$ cat config.mk
export PLATFORM = sky130hd
export DESIGN_NAME = load_store_unit_flat
export DESIGN_NICKNAME = d
export VERILOG_FILES = /design/src/rtl/load_store_unit_pkg.sv /design/src/rtl/load_store_unit_if.sv /design/src/rtl/load_store_unit_load_extend.sv /design/src/rtl/load_store_unit.sv /design/src/flat_wrapper.sv
export SDC_FILE = /design/constraint.sdc
export NUM_CORES = 1
export LEC_CHECK = 0
export BUFFER_PORTS_ARGS = -buffer_cell sky130_fd_sc_hd__buf_4
export CORE_MARGIN = 2
export CORE_UTILIZATION = 50
export DETAILED_ROUTE_END_ITERATION = 12
export HOLD_SLACK_MARGIN = 0.08
export MAX_ROUTING_LAYER = met4
export PLACE_DENSITY = 0.81
export SLEW_MARGIN = 20
export SYNTH_ARGS = -nofsm -noshare
export SYNTH_HDL_FRONTEND = slang
export SYNTH_SLANG_ARGS = --single-unit
export TNS_END_PERCENT = 50
$ cat constraint.sdc
create_clock -name clk -period 4 [get_ports clk]
set_clock_uncertainty 0.05 [all_clocks]
set_input_delay 0.8 -clock clk [delete_from_list [all_inputs] [get_ports clk]]
set_output_delay 0.8 -clock clk [all_outputs]
set_load 0.03 [all_outputs]
$ cat src/rtl/load_store_unit_pkg.sv
// Shared definitions for the load/store unit and the data RAM.
// Contents: RV32I funct3 width codes, one-hot RAM write-enable encodings,
// FSM state encoding, and small decode helpers for access size and
// funct3 validity.
package load_store_unit_pkg;

  localparam logic [2:0] F3_B  = 3'b000;
  localparam logic [2:0] F3_H  = 3'b001;
  localparam logic [2:0] F3_W  = 3'b010;
  localparam logic [2:0] F3_BU = 3'b100;
  localparam logic [2:0] F3_HU = 3'b101;

  localparam logic [2:0] WE_NONE = 3'b000;
  localparam logic [2:0] WE_WORD = 3'b001;
  localparam logic [2:0] WE_HALF = 3'b010;
  localparam logic [2:0] WE_BYTE = 3'b100;

  typedef enum logic [1:0] {
    ST_IDLE   = 2'd0,
    ST_ACCESS = 2'd1,
    ST_RESP   = 2'd2
  } lsu_state_t;

  // Bytes touched by an access; the low two funct3 bits encode the width
  // for both signed and unsigned loads.
  function automatic logic [2:0] access_size(input logic [2:0] f3);
    case (f3[1:0])
      2'b00:   return 3'd1;
      2'b01:   return 3'd2;
      default: return 3'd4;
    endcase
  endfunction

  function automatic logic funct3_invalid(input logic write, input logic [2:0] f3);
    if (write) return (f3 >= 3'b011);
    return (f3 == 3'b011) || (f3 == 3'b110) || (f3 == 3'b111);
  endfunction

endpackage

$ cat src/rtl/load_store_unit_if.sv
// Bus bundle for the load/store unit: request channel from the core,
// response channel back to the core, and the byte-addressed RAM port.
//   slave  : the load/store unit side
//   master : the core + RAM side (testbench / integration)
interface load_store_unit_if;
  logic        req_valid;
  logic        req_ready;
  logic        req_write;
  logic [2:0]  req_funct3;
  logic [31:0] req_addr;
  logic [31:0] req_wdata;

  logic        resp_valid;
  logic        resp_ready;
  logic [31:0] resp_rdata;
  logic        resp_error;

  logic [2:0]  mem_write_enable;
  logic [31:0] mem_addr;
  logic [31:0] mem_data_in;
  logic [31:0] mem_data_out;

  modport slave (
    input  req_valid, req_write, req_funct3, req_addr, req_wdata,
    input  resp_ready, mem_data_out,
    output req_ready, resp_valid, resp_rdata, resp_error,
    output mem_write_enable, mem_addr, mem_data_in
  );

  modport master (
    output req_valid, req_write, req_funct3, req_addr, req_wdata,
    output resp_ready, mem_data_out,
    input  req_ready, resp_valid, resp_rdata, resp_error,
    input  mem_write_enable, mem_addr, mem_data_in
  );
endinterface

$ cat src/rtl/load_store_unit_load_extend.sv
// Load data selection and extension for a big-endian RAM word.
// Ports:
//   i_funct3 : load width code
//   i_data   : RAM read word {mem[a], mem[a+1], mem[a+2], mem[a+3]}
//   o_data   : extended load value (0 for invalid codes)
module load_store_unit_load_extend
  import load_store_unit_pkg::*;
(
  input  logic [2:0]  i_funct3,
  input  logic [31:0] i_data,
  output logic [31:0] o_data
);

  // Big-endian: the addressed byte/half sits in the top of the word.
  always_comb begin
    o_data = 32'h0;
    case (i_funct3)
      F3_W:    o_data = i_data;
      F3_H:    o_data = {{16{i_data[31]}}, i_data[31:16]};
      F3_HU:   o_data = {16'h0, i_data[31:16]};
      F3_B:    o_data = {{24{i_data[31]}}, i_data[31:24]};
      F3_BU:   o_data = {24'h0, i_data[31:24]};
      default: o_data = 32'h0;
    endcase
  end

endmodule

$ cat src/rtl/load_store_unit.sv
// Load/store unit: accepts one load or store at a time and drives the
// big-endian byte-addressed RAM port. Fixed 2-cycle latency from accept
// to response, errors included.
// Ports:
//   clk   : clock
//   reset : synchronous active-high reset
//   bus   : request/response channels and RAM port (slave modport)
//
// state  | meaning
// IDLE   | req_ready high, waiting for a request
// ACCESS | RAM access cycle; store write enable asserted here
// RESP   | response valid, held until resp_ready
module load_store_unit
  import load_store_unit_pkg::*;
#(
  parameter int unsigned MEM_BYTES = 2048
) (
  input  logic             clk,
  input  logic             reset,
  load_store_unit_if.slave bus
);

  lsu_state_t  r_state;
  logic        r_write;
  logic [2:0]  r_funct3;
  logic [31:0] r_addr;
  logic        r_err;
  logic [2:0]  r_we;
  logic [31:0] r_data_in;
  logic        r_req_ready;
  logic        r_resp_valid;
  logic [31:0] r_resp_rdata;
  logic        r_resp_error;

  logic [32:0] w_end;
  logic        w_range;
  logic        w_misalign;
  logic        w_err;
  logic [2:0]  w_store_we;
  logic [31:0] w_store_data;
  logic [31:0] w_load_data;

  // 33-bit sum so addresses near 2^32 cannot wrap back into range.
  assign w_end      = {1'b0, bus.req_addr} + 33'(access_size(bus.req_funct3));
  assign w_range    = w_end > 33'(MEM_BYTES);
  assign w_misalign = ((bus.req_funct3[1:0] == 2'b01) && bus.req_addr[0]) ||
                      ((bus.req_funct3[1:0] == 2'b10) && (bus.req_addr[1:0] != 2'b00));
  assign w_err      = funct3_invalid(bus.req_write, bus.req_funct3) || w_misalign || w_range;

  always_comb begin
    w_store_we   = WE_NONE;
    w_store_data = 32'h0;
    case (bus.req_funct3)
      F3_W: begin
        w_store_we   = WE_WORD;
        w_store_data = bus.req_wdata;
      end
      F3_H: begin
        w_store_we   = WE_HALF;
        w_store_data = {16'h0, bus.req_wdata[15:0]};
      end
      F3_B: begin
        w_store_we   = WE_BYTE;
        w_store_data = {24'h0, bus.req_wdata[7:0]};
      end
      default: begin
        w_store_we   = WE_NONE;
        w_store_data = 32'h0;
      end
    endcase
  end

  load_store_unit_load_extend u_load_extend (
    .i_funct3 (r_funct3),
    .i_data   (bus.mem_data_out),
    .o_data   (w_load_data)
  );

  // Write enable and store data are registered at accept so they are live
  // for exactly the ACCESS cycle; the RAM commits at the ACCESS->RESP edge.
  always_ff @(posedge clk) begin
    if (reset) begin
      r_state      <= ST_IDLE;
      r_write      <= 1'b0;
      r_funct3     <= 3'b000;
      r_addr       <= 32'h0;
      r_err        <= 1'b0;
      r_we         <= WE_NONE;
      r_data_in    <= 32'h0;
      r_req_ready  <= 1'b1;
      r_resp_valid <= 1'b0;
      r_resp_rdata <= 32'h0;
      r_resp_error <= 1'b0;
    end else begin
      case (r_state)
        ST_IDLE: begin
          if (bus.req_valid) begin
            r_write     <= bus.req_write;
            r_funct3    <= bus.req_funct3;
            r_addr      <= bus.req_addr;
            r_err       <= w_err;
            r_we        <= (bus.req_write && !w_err) ? w_store_we : WE_NONE;
            r_data_in   <= (bus.req_write && !w_err) ? w_store_data : 32'h0;
            r_req_ready <= 1'b0;
            r_state     <= ST_ACCESS;
          end
        end
        ST_ACCESS: begin
          r_we         <= WE_NONE;
          r_data_in    <= 32'h0;
          r_resp_valid <= 1'b1;
          r_resp_error <= r_err;
          r_resp_rdata <= (!r_write && !r_err) ? w_load_data : 32'h0;
          r_state      <= ST_RESP;
        end
        ST_RESP: begin
          if (bus.resp_ready) begin
            r_resp_valid <= 1'b0;
            r_req_ready  <= 1'b1;
            r_state      <= ST_IDLE;
          end
        end
        default: begin
          r_we         <= WE_NONE;
          r_data_in    <= 32'h0;
          r_resp_valid <= 1'b0;
          r_req_ready  <= 1'b1;
          r_state      <= ST_IDLE;
        end
      endcase
    end
  end

  // Reset gates the enable combinationally so a reset landing in ACCESS
  // kills the write at that same edge.
  assign bus.mem_write_enable = reset ? WE_NONE : r_we;
  assign bus.mem_addr         = r_addr;
  assign bus.mem_data_in      = r_data_in;
  assign bus.req_ready        = r_req_ready;
  assign bus.resp_valid       = r_resp_valid;
  assign bus.resp_rdata       = r_resp_rdata;
  assign bus.resp_error       = r_resp_error;

endmodule

$ cat src/flat_wrapper.sv
// flat-port wrapper written by rule: the top's interface ports become plain ports
module load_store_unit_flat import load_store_unit_pkg::*;
#(
  parameter int unsigned MEM_BYTES = 2048
)
  (clk, reset, bus_req_valid, bus_req_write, bus_req_funct3, bus_req_addr, bus_req_wdata, bus_resp_ready, bus_mem_data_out, bus_req_ready, bus_resp_valid, bus_resp_rdata, bus_resp_error, bus_mem_write_enable, bus_mem_addr, bus_mem_data_in);
  load_store_unit_if bus_i ();
  input  logic clk;
  input  logic reset;
  input wire logic [$bits(bus_i.req_valid)-1:0] bus_req_valid;
  input wire logic [$bits(bus_i.req_write)-1:0] bus_req_write;
  input wire logic [$bits(bus_i.req_funct3)-1:0] bus_req_funct3;
  input wire logic [$bits(bus_i.req_addr)-1:0] bus_req_addr;
  input wire logic [$bits(bus_i.req_wdata)-1:0] bus_req_wdata;
  input wire logic [$bits(bus_i.resp_ready)-1:0] bus_resp_ready;
  input wire logic [$bits(bus_i.mem_data_out)-1:0] bus_mem_data_out;
  output wire logic [$bits(bus_i.req_ready)-1:0] bus_req_ready;
  output wire logic [$bits(bus_i.resp_valid)-1:0] bus_resp_valid;
  output wire logic [$bits(bus_i.resp_rdata)-1:0] bus_resp_rdata;
  output wire logic [$bits(bus_i.resp_error)-1:0] bus_resp_error;
  output wire logic [$bits(bus_i.mem_write_enable)-1:0] bus_mem_write_enable;
  output wire logic [$bits(bus_i.mem_addr)-1:0] bus_mem_addr;
  output wire logic [$bits(bus_i.mem_data_in)-1:0] bus_mem_data_in;
  assign bus_i.req_valid = bus_req_valid;
  assign bus_i.req_write = bus_req_write;
  assign bus_i.req_funct3 = bus_req_funct3;
  assign bus_i.req_addr = bus_req_addr;
  assign bus_i.req_wdata = bus_req_wdata;
  assign bus_i.resp_ready = bus_resp_ready;
  assign bus_i.mem_data_out = bus_mem_data_out;
  assign bus_req_ready = bus_i.req_ready;
  assign bus_resp_valid = bus_i.resp_valid;
  assign bus_resp_rdata = bus_i.resp_rdata;
  assign bus_resp_error = bus_i.resp_error;
  assign bus_mem_write_enable = bus_i.mem_write_enable;
  assign bus_mem_addr = bus_i.mem_addr;
  assign bus_mem_data_in = bus_i.mem_data_in;
  load_store_unit #(.MEM_BYTES(MEM_BYTES)) u_core (.clk(clk), .reset(reset), .bus(bus_i));
endmodule
==> out/metrics.yaml <==
status: "finished, final reports clean"
syn_avg_cell_area_um2: 7.67
startpoint_type: "primary input"
clockPowerShare_pct: 28.8
ys_seq_area_share_pct: 39.7
syn_nets: 825
final_util_pct: 66.9
rsz0062_at_grt: "no"
crit_slowest_cell: "a2111oi_0"
via_per_inst: 5.64
cts_setup_buffers: 0
p_leak_nw: 2.96
setup_viol: 0
drive_above_1_share_pct: 29.6
drt_iter0_markers: 382
rows: 38
final_hold_viol_count: 0
final_cells: 1023
p_switching_mw: 0.691
p_int_mw: 1.63
clk_latency_ns: 0.37
p_seq_share_pct: 49.9
coreArea_um2: 10800
max-clock-path-buffers: 2
chipHeight_um: 109
yosys.cell_types.count: 58
crit_chain: "buf_4 -> nor2_1 -> ha_1 -> fa_1 -> a21o_1 -> a211o_1 -> a2111oi_0 -> a31oi_1 -> a21oi_4 -> buf_12 -> nand3_1 -> o21a_1"
grt_use_total_pct: 27.6
drv_slew: 0
worst_pin_slew_ns: 1.01
timing.hold.ws_ns: 0.404
die_area_um2: 11900
powerDensity_nw_per_um2: 321
yosys_warnings: 0
cts_resized: 0
grt_pass1_vias: 5207
diodes: 0
ys_ff_latch: 109
cts_root_buf: "clkbuf_8"
htreeDepth: 3
path_class: "in2reg"
netlist_area_um2: 5500
cts-buffers-inserted: 9
maxSlewHeadroom_pct: 32.8
postSynthCellCount: 717
cp_slowest_stage_delay_ns: 0.43
worst-path-buf-inv: 2
wl_per_cell_um: 15.8
cts.sinks: 109
total_power_mw: 2.32
worstPathArrival_ns: 3.50
crit_family: "compound AO/OA/AOI/OAI gates"
cts_tree: "done"
via_count: 5773
finalCritPeriodShare_pct: 82.1
grt_max_degree: 91
finalWirelength_um: 16200
numPortBuffers: 205
drt.antenna.violating_nets: 0
switching_share_pct: 29.8
routabilityCongestion: 0.923
cp_max_fo: 36
dp_hpwl_um: 11800
cp-end-kind: "flip-flop"
clk_pin_slew_ns: 0.10
io_pins: 206
critPathRequiredTime_ns: 4.22
grt_overflow: 0
antenna_found_initial: 0
final_nets: 987
dr.pass1.iters: 5
layout_commonest_cell: "buf_4"
postCtsHoldBufs: 0
power_frac_comb_pct: 21.3
ir_drop_v: 0.000206
dpl.cell_count: 1008
start_util_pct: 51.0
setup_tns_ns: 0
fin_crit_ns: 3.28
maxCapViolCount: 0
layout_common_cells: "213 x buf_4, 126 x nand2_1, 109 x dfxtp_1, 90 x a21oi_1, 63 x nor2_1"
worstHoldPathType: "reg2reg"
grt_pass1_wl_um: 25600
die_w_um: 109
area_growth_pct: 31.3
max_freq_mhz: 305
drcViolationCount: 0
-- through the flow --
step / area [um^2] / setup WS, ns
after floorplan: 5500 / 0.463
after CTS: 7230 / 0.750
after global placement: 7040 / 0.463
after global routing: 7230 / 0.609
after detailed placement: 7040 / 0.409
final: 7230 / 0.717
-- logic make-up after synthesis --
| group | share of synthesized area [%] |
|---|---|
| XOR/XNOR | 2.23 |
| AO/OA/AOI/OAI | 21.2 |
| adder cells (fa/ha/maj) | 1.05 |
| buffers and inverters | 5.32 |
| AND/OR/NAND/NOR | 30.2 |
| multiplexers | 0.364 |
| flip-flops | 39.7 |
-- tightest hold or removal path: cells and delay by family, from the launching register on --
kind,cells,cell delay [ns]
flip-flops,1,0.32
AND/OR/NAND/NOR,1,0.05
AO/OA/AOI/OAI,1,0.05
-- flip-flops by register name (all words and copies together) (netlist names) --
name	cells
u_core.r_state	2
u_core.r_write	1
u_core.bus.resp_valid	1
u_core.bus.mem_data_in	32
u_core.r_funct3	3
u_core.bus.mem_addr	32
u_core.r_err	1
u_core.r_we	3
u_core.bus.resp_error	1
u_core.bus.resp_rdata	32
u_core.bus.req_ready	1
-- final cells by class --
class	count	area (um^2)
Clock buffer	12	145
Clock inverter	3	43.8
Fill cell	912	3570
Inverter	5	18.8
Multi-Input combinational cell	540	3040
Sequential cell	109	2180
Tap cell	140	175
Timing Repair Buffer	214	1620
-- per-layer routing --
layer / share of wire, % / GRT usage, % / vias up
met4: 1.5 / 7.42 / 0
met3: 6.4 / 3.23 / 20
met5: 0 / - / -
li1: - / - / 2848
met2: 49 / 45.5 / 217
met1: 43 / 35.9 / 2688
-- cell usage after synthesis (all sizes together) --
master	instances	area [um^2]
a21o	1	7.51
and4	3	26.3
a211oi	2	32.5
a31oi	3	18.8
a311oi	3	26.3
mux2i	2	20.0
o22ai	1	6.26
nor2b	26	163
fa	1	20.0
nor4b	4	41.3
o31ai	4	30.0
o221ai	1	8.76
dfxtp	109	2180
xnor2	9	78.8
inv	5	18.8
and3	17	106
a32oi	1	8.76
nand2	126	473
nor2	63	236
a22oi	15	113
nand3	30	150
a41oi	1	8.76
a21oi	92	475
or4	2	18.8
a211o	1	8.76
nand4	33	251
a311o	2	20.0
xor2	5	43.8
and2	5	31.3
o2bb2ai	7	61.3
nor3	8	56.3
nand2b	3	18.8
nand3b	1	7.51
or2	3	18.8
o21a	1	7.51
o21ai	48	308
a221oi	1	8.76
or3	3	18.8
buf	21	116
ha	3	37.5
nor4	7	43.8
clkbuf	42	158
o211ai	1	7.51
a2111oi	1	8.76
-- power groups by stage --
stage | registers, mW | clock network [mW] | logic [mW]
2_1_floorplan | 1.24 | 0 | 0.218
3_3_place_gp | 1.18 | 0 | 0.483
3_5_place_dp | 1.18 | 0 | 0.491
4_1_cts | 1.16 | 0.673 | 0.492
5_1_grt | 1.16 | 0.722 | 0.536
6_report | 1.16 | 0.667 | 0.494
-- final timing paths --
kind,from,to,cells after the start,slack (ns)
setup / recovery,bus_req_funct3[0],u_core.r_err$_SDFFE_PP0P_,12,0.72
hold / removal,u_core.bus.mem_data_in[19]$_SDFFE_PP0P_,u_core.bus.mem_data_in[19]$_SDFFE_PP0P_,2,0.40
setup reg to reg,u_core.r_funct3[1]$_SDFFE_PP0P_,u_core.bus.resp_rdata[26]$_SDFFE_PP0P_,6,1.17
hold reg to reg,u_core.bus.mem_data_in[19]$_SDFFE_PP0P_,u_core.bus.mem_data_in[19]$_SDFFE_PP0P_,2,0.40
No activity file was read; power rests on OpenSTA's default activity.
